<file path="config.mk">
export PLATFORM = sky130hd
export DESIGN_NAME = data_sync_mc
export DESIGN_NICKNAME = d
export VERILOG_FILES = /design/src/rtl/data_sync_pkg.sv /design/src/rtl/sync_edge_det.sv /design/src/rtl/data_sync_mc.sv
export SDC_FILE = /design/constraint.sdc
export NUM_CORES = 1
export LEC_CHECK = 0
export ABC_CLOCK_PERIOD_IN_PS = 1900
export CORE_ASPECT_RATIO = 2
export CORE_MARGIN = 2
export CORE_UTILIZATION = 49
export CTS_CLUSTER_SIZE = 10
export DETAILED_ROUTE_END_ITERATION = 6
export PLACE_DENSITY = 0.75
export RECOVER_POWER = 100
export SYNTH_ARGS = -nofsm -noshare
export SYNTH_HDL_FRONTEND = slang
export SYNTH_SLANG_ARGS = --single-unit
</file>
<file path="constraint.sdc">
create_clock -name i_clk -period 1.9 [get_ports i_clk]
set_input_delay 0.475 -clock i_clk [delete_from_list [all_inputs] [get_ports i_clk]]
set_output_delay 0.475 -clock i_clk [all_outputs]
set_load 0.02 [all_outputs]
</file>
<file path="src/rtl/data_sync_pkg.sv">
// rtl/data_sync_pkg.sv - shared constants and helpers for the multi-channel data synchroniser
package data_sync_pkg;

    localparam int DEF_DATA_WIDTH  = 8;
    localparam int DEF_NUM_CH      = 2;
    localparam int DEF_SYNC_STAGES = 2;
    localparam int DEF_FIFO_DEPTH  = 4;

    // Channel-ID width; a single channel still needs a one-bit tag.
    function automatic int ch_width(input int num_ch);
        return (num_ch <= 1) ? 1 : $clog2(num_ch);
    endfunction

endpackage

</file>
<file path="src/rtl/sync_edge_det.sv">
// rtl/sync_edge_det.sv - multi-flop level synchroniser with rising-edge pulse
module sync_edge_det #(
    parameter int SYNC_STAGES = 2
) (
    input  logic i_clk,
    input  logic i_reset,
    input  logic i_async,
    output logic o_level,
    output logic o_rise
);

    logic [SYNC_STAGES-1:0] chain_q;
    logic                   prev_q;

    always_ff @(posedge i_clk) begin
        if (i_reset) begin
            chain_q <= '0;
            prev_q  <= 1'b0;
        end else begin
            chain_q <= {chain_q[SYNC_STAGES-2:0], i_async};
            prev_q  <= chain_q[SYNC_STAGES-1];
        end
    end

    assign o_level = chain_q[SYNC_STAGES-1];
    assign o_rise  = chain_q[SYNC_STAGES-1] & ~prev_q;

endmodule

</file>
<file path="src/rtl/data_sync_mc.sv">
// rtl/data_sync_mc.sv - per-channel capture, round-robin drain into a tagged show-ahead FIFO
module data_sync_mc
    import data_sync_pkg::*;
#(
    parameter  int DATA_WIDTH  = DEF_DATA_WIDTH,
    parameter  int NUM_CH      = DEF_NUM_CH,
    parameter  int SYNC_STAGES = DEF_SYNC_STAGES,
    parameter  int FIFO_DEPTH  = DEF_FIFO_DEPTH,
    localparam int CH_W        = ch_width(NUM_CH),
    localparam int AW          = $clog2(FIFO_DEPTH),
    localparam int CW          = AW + 1
) (
    input  logic                         i_clk,
    input  logic                         i_reset,
    input  logic [NUM_CH-1:0]            i_enable,
    input  logic [NUM_CH*DATA_WIDTH-1:0] i_data,
    input  logic                         i_ready,
    input  logic                         i_clear_overrun,
    output logic                         o_valid,
    output logic [DATA_WIDTH-1:0]        o_data,
    output logic [CH_W-1:0]              o_ch,
    output logic [NUM_CH-1:0]            o_overrun,
    output logic [CW-1:0]                o_count
);

    typedef struct packed {
        logic [CH_W-1:0]       ch;
        logic [DATA_WIDTH-1:0] data;
    } entry_t;

    logic [NUM_CH-1:0]     lvl;
    logic [NUM_CH-1:0]     pulse;
    logic [NUM_CH-1:0]     pend_q, pend_d;
    logic [DATA_WIDTH-1:0] pdata_q [NUM_CH];
    logic [DATA_WIDTH-1:0] pdata_d [NUM_CH];
    logic [NUM_CH-1:0]     ovr_q, ovr_d;
    logic [CH_W-1:0]       rr_q, rr_d;
    logic                  gnt_vld;
    logic [CH_W-1:0]       gnt_ch;

    entry_t                mem_q [FIFO_DEPTH];
    logic [AW-1:0]         wr_ptr_q, rd_ptr_q;
    logic [CW-1:0]         count_q, count_d;
    logic                  fifo_valid, push, pop, push_ok;

    for (genvar c = 0; c < NUM_CH; c++) begin : g_sync
        sync_edge_det #(.SYNC_STAGES(SYNC_STAGES)) u_sync (
            .i_clk   (i_clk),
            .i_reset (i_reset),
            .i_async (i_enable[c]),
            .o_level (lvl[c]),
            .o_rise  (pulse[c])
        );
    end

    assign fifo_valid = (count_q != '0);
    assign pop        = fifo_valid & i_ready;
    // A pop in the same cycle frees the slot the push lands in, so a full FIFO still accepts.
    assign push_ok    = (count_q < CW'(FIFO_DEPTH)) | pop;
    assign push       = gnt_vld;

    always_comb begin
        int idx;
        idx     = 0;
        gnt_vld = 1'b0;
        gnt_ch  = '0;
        if (push_ok) begin
            for (int k = 0; k < NUM_CH; k++) begin
                idx = (int'(rr_q) + k) % NUM_CH;
                if (!gnt_vld && pend_q[idx]) begin
                    gnt_vld = 1'b1;
                    gnt_ch  = idx[CH_W-1:0];
                end
            end
        end
    end

    always_comb begin
        rr_d = rr_q;
        if (gnt_vld) begin
            rr_d = (gnt_ch == CH_W'(NUM_CH - 1)) ? '0 : gnt_ch + CH_W'(1);
        end
    end

    always_comb begin
        logic granted;
        granted = 1'b0;
        pend_d  = pend_q;
        pdata_d = pdata_q;
        ovr_d   = i_clear_overrun ? '0 : ovr_q;
        for (int c = 0; c < NUM_CH; c++) begin
            granted = gnt_vld && (gnt_ch == CH_W'(c));
            if (granted) begin
                pend_d[c] = 1'b0;
            end
            // New word is kept only if its slot is free or being drained this cycle.
            if (pulse[c] && lvl[c]) begin
                if (!pend_q[c] || granted) begin
                    pend_d[c]  = 1'b1;
                    pdata_d[c] = i_data[c*DATA_WIDTH +: DATA_WIDTH];
                end else begin
                    ovr_d[c] = 1'b1;
                end
            end
        end
    end

    always_comb begin
        count_d = count_q;
        if (push && !pop) begin
            count_d = count_q + CW'(1);
        end else if (!push && pop) begin
            count_d = count_q - CW'(1);
        end
    end

    always_ff @(posedge i_clk) begin
        if (i_reset) begin
            pend_q   <= '0;
            ovr_q    <= '0;
            rr_q     <= '0;
            wr_ptr_q <= '0;
            rd_ptr_q <= '0;
            count_q  <= '0;
            for (int c = 0; c < NUM_CH; c++) begin
                pdata_q[c] <= '0;
            end
            for (int i = 0; i < FIFO_DEPTH; i++) begin
                mem_q[i] <= '0;
            end
        end else begin
            pend_q  <= pend_d;
            pdata_q <= pdata_d;
            ovr_q   <= ovr_d;
            rr_q    <= rr_d;
            count_q <= count_d;
            if (push) begin
                mem_q[wr_ptr_q] <= '{ch: gnt_ch, data: pdata_q[gnt_ch]};
                wr_ptr_q        <= wr_ptr_q + AW'(1);
            end
            if (pop) begin
                rd_ptr_q <= rd_ptr_q + AW'(1);
            end
        end
    end

    assign o_valid   = fifo_valid;
    assign o_data    = mem_q[rd_ptr_q].data;
    assign o_ch      = mem_q[rd_ptr_q].ch;
    assign o_overrun = ovr_q;
    assign o_count   = count_q;

endmodule

</file>
==> metrics <==
min-delay worst type=reg2reg; final core occ=0.694; ratio of routed vias to standard cells=approximately 5.2; diode count=0; launch point of the worst hold path=g_sync[1].u_sync.chain_q[0]; maximum number of pins on one net before global-route repair=40; clock slew seen by the registers of the worst setup and hold paths=around 0.050 ns; startpoint of the worst-slack reg-to-reg timing path=o_count[1]; worst supply voltage drop on vdd=slightly above 1 mV; num ports=37; relative max-transition margin=0.670; worst path setup slack after routing=-0.167 ns; clock root buffer=sky130_fd_sc_hd__clkbuf_16; Cell Area, Placed=3760 um^2; Die Span X=~60 um; final WL=between 5000 and 6000 um; gate count after technology mapping=approximately 250; Arr. time, crit path=2.32 ns; first drt pass iteration count=4; total via count in the routed design=2,037; Congestion Overflow GR=0; final setup TNS=-0.677 ns; cell leakage power=about 1.6 nW; global-route wire length before repair=around 9000 um; basic-gate share of the synthesized area counting and, or, nand and nor cells=0.170; Least-Margin Pin Slew=slightly below 0.5 ns; number of flops mapped to enable cells by yosys=36; Synth top area share=0.361; cell taking the most area after synthesis=sky130_fd_sc_hd__edfxtp_1; drc violations=0; total of endpoints with negative setup slack in the final report=10; post-detailed-placement half-perimeter wirelength=around 4000 um; Placeable Area=approximately 6000 um^2; fraction of final layout cells with drive strength greater than 1=0.317; number of nets at the end of the flow=between 300 and 400; per-cell routed wire length=14.2 um; Min Clock Period, post-route=2.07 ns; final clock skew=~0.0027 ns; number of hold violations in the final report=0; most frequent cell after synthesis=sky130_fd_sc_hd__nor2_1; top_reg_cell synth=sky130_fd_sc_hd__edfxtp_1; Final Hold Slack=about 0.44 ns; Synth area leaders=sky130_fd_sc_hd__edfxtp_1 36%, sky130_fd_sc_hd__dfxtp_1 24%, sky130_fd_sc_hd__mux4_2 6.8%; mux share of post-synthesis cell area=0.0977; maximum buffer depth of the clock tree=2; H-Tree Depth=3; syn_area_per_cell=between 10 and 15 um^2; antenna violations before repair=0; post-synthesis compound-gate area fraction=0.0747; commonest cells in the synthesized netlist=40 x sky130_fd_sc_hd__nor2_1, 36 x sky130_fd_sc_hd__dfxtp_1, 36 x sky130_fd_sc_hd__edfxtp_1; area of the die=slightly below 7000 um^2; Worst Path Required=approximately 2.2 ns; max frequency=about 480 MHz; failing checks=setup timing; worst skew pair latency=about 0.33 ns; last weighted congestion value of the routability-driven placer=0.831; setup repair after global routing missed its margin=true; chip height=about 110 um; worst slack at placement=-0.589 ns; Crit. End Element=flip-flop; share of synthesized cell area in full adder, half adder and majority cells=0.0109; xor-xnor portion of the synthesized cell area=0.0146; number of clock buffers inserted by TritonCTS=9; standard-cell rows=40; clock tree from TritonCTS=yes; count of input and output buffers=36; CP Class=reg2reg; Yosys warnings=0; Sink Count=about 70; sequential area share after synthesis=0.601; post-route fraction of the period consumed by the critical path=1.09; Antenna Nets Post-Route=0; top fanout value on the critical path=2; number of DRC violations after detailed-routing iteration 0=42; Power Density=1070 nW/um^2; synthesis-to-layout area growth=37.9%; # fillers=~430; total non-filler cell area in the finished layout=around 4100 um^2; overall routing resource usage=0.185; outcome=finished, violations left; number of unique standard cell types used by synthesis=32; flip-flop and latch count after synthesis=slightly above 70; mapped cell area=between 2000 and 3000 um^2; starting density of the core=0.503; number of global-route vias before repair=around 2,000; worst setup path startpoint=o_count[1]; post-synthesis async set-or-reset flop share=0; sort of element at the start of the critical path=flip-flop; max-cap violations=0; synthesized net count=275; final count of pins violating max slew=0; main combinational cell family by area after synthesis=simple AND/OR/NAND/NOR gates
-- per-stage QoR --
stage	power, W	instances
CTS	0.00443	391
global route	0.00461	391
finish	0.00443	391
detailed placement	0.00265	372
global placement	0.00263	372
floorplan	0.00225	251
-- worst max-delay path, cell delays in order (launching register included) --
cell and delay [ns]:
sky130_fd_sc_hd__dfxtp_4 0.34, sky130_fd_sc_hd__or3_4 0.38, sky130_fd_sc_hd__nand2_4 0.10, sky130_fd_sc_hd__ha_4 0.13, sky130_fd_sc_hd__inv_2 0.03, sky130_fd_sc_hd__fa_2 0.33
sky130_fd_sc_hd__xor2_1 0.16, sky130_fd_sc_hd__or3_1 0.36, sky130_fd_sc_hd__a21oi_2 0.17
-- cell usage in the layout, fill, tap and decap left out, drive strengths merged, types with 2 or more instances in the layout --
cell            n
a21boi          2
a21oi          22
buf            50
bufinv          2
clkbuf         13
clkdlybuf4s50  24
dfxtp          36
dlygate4sd2     2
edfxtp         36
inv             5
mux2i           9
mux4            9
nand2           6
nand2b          6
nand3           5
nand3b          2
nor2           40
nor2b           6
nor3            3
o21ai          19
or3             5
or3b           16
xor2            4
-- layout make-up --
cell class                 count  area [um^2]  share of cell area
clock buffer                  13          250              0.0606
clock inverter                 3         65.1              0.0157
inverter                       5         18.8             0.00454
multi-input combinational    159         1140               0.275
sequential                    72         1810               0.438
tap                           63         78.8              0.0191
timing repair buffer          76          772               0.187
-- worst paths after layout --
kind | end | slack, ns | depth (start not counted)
min | g_sync[1].u_sync.chain_q[1] | 0.44 | 1
max reg2reg | o_count[2] | -0.17 | 8
min reg2reg | g_sync[1].u_sync.chain_q[1] | 0.44 | 1
max | o_count[2] | -0.17 | 8
-- timing repair --
action                                  4_1_cts  5_1_grt
gates cloned                                  1        0
endpoints found under the setup margin       11       11
buffers inserted                              2        0
hold buffers                                  0        0
pin swaps                                     3        0
resized for setup                            55       11
-- where the power goes --
| group | switching, W | total [W] | internal, W |
|---|---|---|---|
| sequential | 0.0000515 | 0.00178 | 0.00173 |
| combinational | 0.000384 | 0.000896 | 0.000512 |
| clock | 0.000569 | 0.00175 | 0.00118 |
| total | 0.00100 | 0.00443 | 0.00342 |
-- sequential cells by signal (all words and copies together) (netlist names), named ones only --
signal,flops
o_overrun,2
wr_ptr_q,2
g_sync.u_sync.chain_q,4
mem_q,36
g_sync.u_sync.prev_q,2
pdata_q,16
pend_q,2
o_count,3
rd_ptr_q,2
rr_q,1
-- cell families (layout without fill, tap and decap cells) --
logic type      count (synthesis)  count (layout)
mux                            18              18
flops                          72              72
fa+ha+maj                       2               2
compound gates                 43              43
simple gates                   91              91
buf+inv                        20              97
xor+xnor                        5               5
-- routing by layer --
layer,track usage,share of wire,vias to the layer above
met5,0,0,-
met4,0.0879,0.022,0
met3,0.0644,0.030,7
met2,0.338,0.60,32
met1,0.172,0.35,963
li1,-,-,1035
(Power assumes the default switching activity.)
